`src/rtl/noc_traffic_gen.sv`:
```
// rtl/noc_traffic_gen.sv - programmable packet injector for one router-to-router link.
// Emits bursts of deterministic-payload packets under per-VC on/off and allocatability flow control.
package noc_params;
  localparam int DEST_ADDR_SIZE_X  = 2;
  localparam int DEST_ADDR_SIZE_Y  = 2;
  localparam int VC_SIZE           = 1;
  localparam int HEAD_PAYLOAD_SIZE = 16;
  localparam int FLIT_DATA_SIZE    = DEST_ADDR_SIZE_X + DEST_ADDR_SIZE_Y + HEAD_PAYLOAD_SIZE;

  typedef enum logic [1:0] {HEAD, BODY, TAIL, HEADTAIL} flit_label_t;

  typedef struct packed {
    flit_label_t                 flit_label;
    logic [VC_SIZE-1:0]          vc_id;
    logic [FLIT_DATA_SIZE-1:0]   data;
  } flit_t;
endpackage

module noc_traffic_gen #(
  parameter int VC_NUM    = 2,
  parameter int VC_SIZE   = $clog2(VC_NUM),
  parameter int PKT_LEN_W = 4,
  parameter int GAP_W     = 4,
  parameter int CNT_W     = 16
) (
  input  logic                                  clk,
  input  logic                                  rst,
  input  logic                                  start_i,
  input  logic [noc_params::DEST_ADDR_SIZE_X-1:0] x_dest_i,
  input  logic [noc_params::DEST_ADDR_SIZE_Y-1:0] y_dest_i,
  input  logic [VC_SIZE-1:0]                    vc_i,
  input  logic [PKT_LEN_W-1:0]                  pkt_len_i,
  input  logic [GAP_W-1:0]                      gap_i,
  input  logic [CNT_W-1:0]                      num_pkts_i,
  output noc_params::flit_t                     data_o,
  output logic                                  is_valid_o,
  input  logic [VC_NUM-1:0]                     is_on_off_i,
  input  logic [VC_NUM-1:0]                     is_allocatable_i,
  output logic                                  busy_o,
  output logic                                  done_o,
  output logic [CNT_W-1:0]                      flits_sent_o
);
  localparam int FVC = noc_params::VC_SIZE;
  localparam int HP  = noc_params::HEAD_PAYLOAD_SIZE;
  localparam int FD  = noc_params::FLIT_DATA_SIZE;

  typedef enum logic [2:0] {ST_IDLE, ST_HEAD, ST_BODY, ST_GAP, ST_FINISH} state_t;

  state_t                                state, state_n;
  logic [noc_params::DEST_ADDR_SIZE_X-1:0] cfg_x, cfg_x_n;
  logic [noc_params::DEST_ADDR_SIZE_Y-1:0] cfg_y, cfg_y_n;
  logic [VC_SIZE-1:0]                    cfg_vc, cfg_vc_n;
  logic [PKT_LEN_W-1:0]                  cfg_len, cfg_len_n;
  logic [GAP_W-1:0]                      cfg_gap, cfg_gap_n;
  logic [CNT_W-1:0]                      cfg_num, cfg_num_n;
  logic [CNT_W-1:0]                      pkt_idx, pkt_idx_n;
  logic [PKT_LEN_W-1:0]                  flit_idx, flit_idx_n;
  logic [GAP_W-1:0]                      gap_cnt, gap_cnt_n;
  noc_params::flit_t                     data_n;
  logic                                  valid_n, busy_n, done_n;
  logic [CNT_W-1:0]                      flits_n;

  logic [CNT_W-1:0] pkt_inc;
  logic             last_pkt;
  state_t           after_tail;

  always_ff @(posedge clk or negedge rst) begin
    if (!rst) begin
      state        <= ST_IDLE;
      cfg_x        <= '0;
      cfg_y        <= '0;
      cfg_vc       <= '0;
      cfg_len      <= '0;
      cfg_gap      <= '0;
      cfg_num      <= '0;
      pkt_idx      <= '0;
      flit_idx     <= '0;
      gap_cnt      <= '0;
      data_o       <= '0;
      is_valid_o   <= 1'b0;
      busy_o       <= 1'b0;
      done_o       <= 1'b0;
      flits_sent_o <= '0;
    end else begin
      state        <= state_n;
      cfg_x        <= cfg_x_n;
      cfg_y        <= cfg_y_n;
      cfg_vc       <= cfg_vc_n;
      cfg_len      <= cfg_len_n;
      cfg_gap      <= cfg_gap_n;
      cfg_num      <= cfg_num_n;
      pkt_idx      <= pkt_idx_n;
      flit_idx     <= flit_idx_n;
      gap_cnt      <= gap_cnt_n;
      data_o       <= data_n;
      is_valid_o   <= valid_n;
      busy_o       <= busy_n;
      done_o       <= done_n;
      flits_sent_o <= flits_n;
    end
  end

  // Where a packet goes once its last flit is out; the trailing gap also follows the final packet.
  assign pkt_inc    = pkt_idx + 1'b1;
  assign last_pkt   = (pkt_inc == cfg_num);
  assign after_tail = (cfg_gap != '0) ? ST_GAP : (last_pkt ? ST_FINISH : ST_HEAD);

  always_comb begin
    state_n    = state;
    cfg_x_n    = cfg_x;
    cfg_y_n    = cfg_y;
    cfg_vc_n   = cfg_vc;
    cfg_len_n  = cfg_len;
    cfg_gap_n  = cfg_gap;
    cfg_num_n  = cfg_num;
    pkt_idx_n  = pkt_idx;
    flit_idx_n = flit_idx;
    gap_cnt_n  = gap_cnt;
    data_n     = data_o;
    valid_n    = 1'b0;
    busy_n     = busy_o;
    done_n     = 1'b0;
    flits_n    = flits_sent_o;

    case (state)
      ST_IDLE: begin
        if (start_i) begin
          cfg_x_n    = x_dest_i;
          cfg_y_n    = y_dest_i;
          cfg_vc_n   = vc_i;
          cfg_len_n  = (pkt_len_i == '0) ? PKT_LEN_W'(1) : pkt_len_i;
          cfg_gap_n  = gap_i;
          cfg_num_n  = num_pkts_i;
          pkt_idx_n  = '0;
          flit_idx_n = '0;
          flits_n    = '0;
          busy_n     = 1'b1;
          state_n    = (num_pkts_i == '0) ? ST_FINISH : ST_HEAD;
        end
      end
      ST_HEAD: begin
        if (is_on_off_i[cfg_vc] && is_allocatable_i[cfg_vc]) begin
          valid_n           = 1'b1;
          data_n.flit_label = (cfg_len == PKT_LEN_W'(1)) ? noc_params::HEADTAIL : noc_params::HEAD;
          data_n.vc_id      = FVC'(cfg_vc);
          data_n.data       = {cfg_x, cfg_y, HP'(pkt_idx)};
          if (cfg_len != PKT_LEN_W'(1)) begin
            flit_idx_n = PKT_LEN_W'(1);
            state_n    = ST_BODY;
          end else begin
            pkt_idx_n = pkt_inc;
            gap_cnt_n = cfg_gap;
            state_n   = after_tail;
          end
        end
      end
      ST_BODY: begin
        if (is_on_off_i[cfg_vc]) begin
          valid_n           = 1'b1;
          data_n.vc_id      = FVC'(cfg_vc);
          data_n.data       = FD'({pkt_idx, flit_idx});
          if (flit_idx == cfg_len - 1'b1) begin
            data_n.flit_label = noc_params::TAIL;
            pkt_idx_n         = pkt_inc;
            gap_cnt_n         = cfg_gap;
            state_n           = after_tail;
          end else begin
            data_n.flit_label = noc_params::BODY;
            flit_idx_n        = flit_idx + 1'b1;
          end
        end
      end
      ST_GAP: begin
        gap_cnt_n = gap_cnt - 1'b1;
        if (gap_cnt <= GAP_W'(1)) begin
          state_n = (pkt_idx == cfg_num) ? ST_FINISH : ST_HEAD;
        end
      end
      ST_FINISH: begin
        done_n  = 1'b1;
        busy_n  = 1'b0;
        state_n = ST_IDLE;
      end
      default: state_n = ST_IDLE;
    endcase

    if (valid_n) begin
      flits_n = flits_n + 1'b1;
    end
  end
endmodule

```
`config.mk`:
```
export PLATFORM = sky130hd
export DESIGN_NAME = noc_traffic_gen
export DESIGN_NICKNAME = d
export VERILOG_FILES = /design/src/rtl/noc_traffic_gen.sv
export SDC_FILE = /design/constraint.sdc
export NUM_CORES = 1
export LEC_CHECK = 0
export ABC_AREA = 1
export BUFFER_PORTS_ARGS = -buffer_cell sky130_fd_sc_hd__buf_2
export CORE_MARGIN = 4
export CORE_UTILIZATION = 58
export DETAILED_ROUTE_END_ITERATION = 12
export MAX_ROUTING_LAYER = met4
export PLACE_DENSITY_LB_ADDON = 0.25
export SLEW_MARGIN = 20
export SYNTH_ARGS = -nofsm -noshare
export SYNTH_HDL_FRONTEND = slang
export SYNTH_SLANG_ARGS = --single-unit
```
`constraint.sdc`:
```
create_clock -name clk -period 2.3 [get_ports clk]
set_input_delay 0.46 -clock clk [delete_from_list [all_inputs] [get_ports clk]]
set_output_delay 0.46 -clock clk [all_outputs]
set_load 0.02 [all_outputs]
```
== After elaboration in Yosys (flattened, before gate mapping) ==
Cells that the tools add are included.
Word-level totals
  memories kept: 0
  memory bits (writable): 0
  register bits: 98
  input port bits: 36
  latch bits: 0
  word-level logic and storage cells: 104
  bits in read-only memories: 0
Operators by class
  $lt $le $gt $ge: 2
  multiply operators: 0
  bitwise logic cells: 0
  divide/modulo/power cells: 0
  shift-type cells: 0
  muxes and demuxes: 47
  $add $sub $neg: 5
  reductions and logical operators: 16
  equality and inequality tests: 17
Operators by type and width (count)
  16-bit two-way mux: 8
  16-bit case mux with 3 select lines: 1
  23-bit two-way mux: 2
  23-bit case mux with 2 select lines: 1
  4-bit two-way mux: 10
  16-bit by 1-bit adder with 16-bit output, second input constant: 2
  16-bit equality test: 2
  3-bit two-way mux: 10
  4-bit case mux with 3 select lines: 2
  16-bit logical NOT: 1
  2-bit != test, second input constant: 8
  3-bit case mux with 4 select lines: 1
  6-bit AND reduction: 2
  5-bit AND reduction: 2
  1-bit two-way mux: 8
  4-bit by 1-bit subtractor with 4-bit output, second input constant: 2
  3-bit by 2-bit equality test with 1-bit output, second input constant: 2
  3-bit nonzero test: 2
  4-bit by 1-bit adder with 4-bit output, second input constant: 1
  4-bit by 1-bit equality test with 1-bit output, second input constant: 1
  4-bit equality test: 1
  4-bit by 1-bit less-or-equal comparator with 1-bit output, second input constant: 1
  4-bit logical NOT: 1
  2-bit two-way mux: 2
  other kinds (11): 14

== Longest topological paths before layout ==
  depth in word-level cells: 7
  mapped depth: 15
  mapped depth without buffers: 15

== Worst setup path after synthesis ==
No wires, ideal clock.
  kind: register to register
  start: register state[0]
  end: register flits_sent_o[10]
  library setup time: 0.123 ns
  clock period less this slack: 1.882 ns
  path slack: 0.418 ns
  cell stages (with the launch flop): 13
  arrival: 1.759 ns
  path buffers: 0
  path through: dfrtp_1 -> nor2_4 -> nand2_4 -> nor2_4 -> inv_2 -> nand2_1 -> inv_1 -> ha_1 -> nand4_1 -> or2_4 -> nor2_4 -> nand2_2 -> xnor2_2
Between the ends
  longest elaborated chain between the ends: 4
RTL lines
  start: declaration: line 49  | state_t state, state_n;
  start signal: assignment: line 85  | state <= state_n;
  3-bit logical NOT: line 125  | case (state)
  16-bit two-way mux: line 125
  16-bit by 1-bit adder with 16-bit output: line 188  | flits_n = flits_n + 1'b1;
  16-bit two-way mux *: line 187  | if (valid_n) begin
  net flits_n[10]: line 61  | logic [CNT_W-1:0] flits_n;
  end signal: assignment: line 99  | flits_sent_o <= flits_n;
  end: declaration: line 41  | output logic [CNT_W-1:0] flits_sent_o
The timed path passes the listed nets; every way through them passes the cells marked *.
A chain may end at the register's enable or synchronous reset.

== Final worst setup path ==
  start: register state[0]
  end: register flits_sent_o[12]
The elaborated chain is that of the path after synthesis.

==> out/metrics.yaml <==
run_status:
  status: "finished clean"
cts:
  cts_buffers: 9
  clkTransAtPathRegs_ns: 0.10
  h-tree-depth: 3
  clockRootBuffer: "clkbuf_8"
  worstSkewPairLatency_ns: 0.37
  cts_setup_buffers: 0
  cts_buffer_depth: 2
  tritoncts: "done"
  clock_sinks: 98
detailed_routing:
  first_iter_violations: 367
  wl_per_cell_um: 14.0
  postRouteAntennaNets: 0
  routed_wl_mm: 13.3
  drtPass1Iterations: 5
  drt-vias-per-instance: 5.33
  routed-via-count: 5072
  route.detailed.drc: 0
worst_hold_path:
  min_path_cells: 3
  hold_class: "in -> reg"
yosys:
  synth_area_leader_cell: "dfrtp_1"
  yosysWarnings: 0
  syn_area_um2: 5580
  synth_edf_count: 0
  yosysMostFrequentCell: "nand2_1"
  synth_flop_cell: "dfrtp_1"
  synth_common_cells: "232 x nand2_1, 98 x dfrtp_1, 74 x inv_1"
  synth_area_leaders: "dfrtp_1 44%, nand2_1 16%, inv_1 5.0%"
  syn_area_per_cell_um2: 7.54
  synthArstFlopShare_pct: 100
  synth_top_area_share_pct: 44.0
  synth_nets: 783
  ys_types: 38
  syn_inst: 740
  ys_seq_area_share_pct: 44.0
  ys_seq_elements: 98
setup_path:
  critPathBufInv: 3
  max_stage_delay_ns: 0.49
  worst_path_max_delay_cell: "dfrtp_1"
  crit_family: "simple AND/OR/NAND/NOR gates"
  critPathLaunchType: "register"
  path_depth: 13
  endpoint_kind: "register"
  crit_required_ns: 2.59
  worstPathCellList: "nor2_4 > nand2_4 > nor2_4 > inv_2 > nand2_1 > inv_1 > ha_1 > inv_1 > nor2_1 > nand3_1 > xor2_1 > nand2_1 > o21ai_0"
  ff2ff_path_depth: 13
  cp.arrival_ns: 2.41
  path_class: "reg -> reg"
  cp_max_fo: 7
grt:
  grt_pass1_vias: 4874
  antenna_found_initial: 0
  use_met1_pct: 34.8
  top_usage_layer: "met2"
  use_met3_pct: 3.22
  grt_pass1_wl_mm: 23.1
  grt.total_usage_pct: 26.0
  grt_max_degree: 52
  met2_usage_pct: 42.2
  grt_overflow: 0
placement:
  port-buffer-count: 77
  post-place-cells: 934
  gp_congestion: 0.968
  dp_hpwl_mm: 10.0
sta:
  slew_viol_final: 0
  fin_crit_sh_pct: 92.0
  relSlewSlack_pct: 69.4
  skew_ns: 0.0101
  fin_hold_ws_ns: 0.287
  worst_pin_slew_ns: 0.460
  finalCriticalPeriod_ns: 2.12
  setup_viol: 0
  hold_viol_final: 0
  fin_tns_setup_ns: 0
  max_clock_freq_ghz: 0.472
  grt_setup_unrepaired: "false"
run:
  maxCapViolations: 0
floorplanning:
  core_um2: 9280
  initial_core_util_pct: 60.1
  die_x_um: 106
  die_h_um: 106
  ios: 78
  rows: 35
  die_area_um2: 11300
finish:
  fillers: 787
  antenna_cells: 0
  synthToLayoutAreaGrowth_pct: 14.8
  drive_gt1_share_pct: 17.5
  num-nets-final: 860
  utilization_pct: 69.0
  fin_cells: 951
power:
  vdd_drop_max_uv: 644
  leakagePower_nw: 3.08
  power_density_nw_per_um2: 1250
==> state kept, by name, indices dropped and copies added (netlist names) <==
register / cells
busy_o: 1
cfg_gap: 4
cfg_len: 4
cfg_num: 16
cfg_vc: 1
cfg_x: 2
cfg_y: 2
data_o: 23
done_o: 1
flit_idx: 4
flits_sent_o: 16
gap_cnt: 4
is_valid_o: 1
pkt_idx: 16
state: 3
==> logic make-up after synthesis <==
logic type,after synthesis,share of synthesized area (%)
compound gates,89,9.04
fa+ha+maj,7,1.57
xor+xnor,42,6.73
simple gates,397,31.0
buf+inv,107,7.71
flops,98,44.0
==> timing repair <==
item / CTS / global route
setup endpoints to repair: 0 / 12
resized for setup: 0 / 4
hold buffers: 1 / 0
endpoints found under the hold margin: 22 / 0
==> where the power goes <==
group	internal (mW)	leakage (nW)	switching [mW]	total, mW
logic	1.29	1.70	2.50	3.79
registers	2.34	1.25	0.520	2.87
clock network	0.756	0.127	0.621	1.38
==> per-layer routing <==
layer	routed length [um]	up-vias	share of wire, %
met5	0	-	0
met4	197	0	1.5
met3	734	18	5.5
met2	6300	171	47
met1	6060	2368	46
li1	-	2515	-
==> path summary, 6_finish.rpt <==
kind,from,to,slack [ns]
max in group asynchronous,rst,data_o[7]$_DFFE_PN0P_,1.22
setup / recovery,state[0]$_DFFE_PN0P_,flits_sent_o[12]$_DFF_PN0_,0.18
hold reg to reg,cfg_y[1]$_DFFE_PN0P_,cfg_y[1]$_DFFE_PN0P_,0.48
setup reg to reg,state[0]$_DFFE_PN0P_,flits_sent_o[12]$_DFF_PN0_,0.18
min in group asynchronous,rst,flits_sent_o[5]$_DFF_PN0_,0.52
hold / removal,x_dest_i[1],cfg_x[1]$_DFFE_PN0P_,0.29
==> tightest hold or removal path, cell delays in order <==
cell and delay [ns]:
buf_2 0.08, nand2_1 0.04, nand2_1 0.05
==> through the flow <==
stage	instance area [um^2]	setup WS, ns	total power [mW]
3_5_place_dp	6130	0.151	6.62
5_1_grt	6400	0.00831	8.71
4_1_cts	6390	0.113	8.02
6_report	6400	0.183	8.04
2_1_floorplan	5580	0.418	5.50
3_3_place_gp	6130	0.238	6.47
==> cell usage in the layout (no fill, tap or decap), types with 2 or more instances in the layout <==
master,instances
nand2_1,231
dfrtp_1,98
buf_2,76
inv_1,72
nor2_1,72
o21ai_0,46
nand3_1,39
xnor2_1,21
xor2_1,20
a31oi_1,19
buf_4,17
nor3_1,13
nand4_1,12
clkbuf_8,10
a21oi_1,8
o31ai_1,7
ha_1,7
nor2_4,6
nand2_2,6
inv_2,5
nor2_2,5
bufinv_16,3
nand2_4,2
nand3_2,2
nor3b_2,2
o21ai_1,2
nor4_1,2
o211ai_1,2
a22oi_1,2
==> area by class of cell <==
type                    count  area [um^2]  share of cell area (%)
clock inverters             6          113                    1.76
clock buffers              10          138                    2.15
flip-flops and latches     98         2450                    38.3
inverters                  78          297                    4.63
well taps                 129          161                    2.52
multi-input cells         535         2710                    42.3
repair buffers             95          538                    8.40
Power figures use the tool's default switching activity.
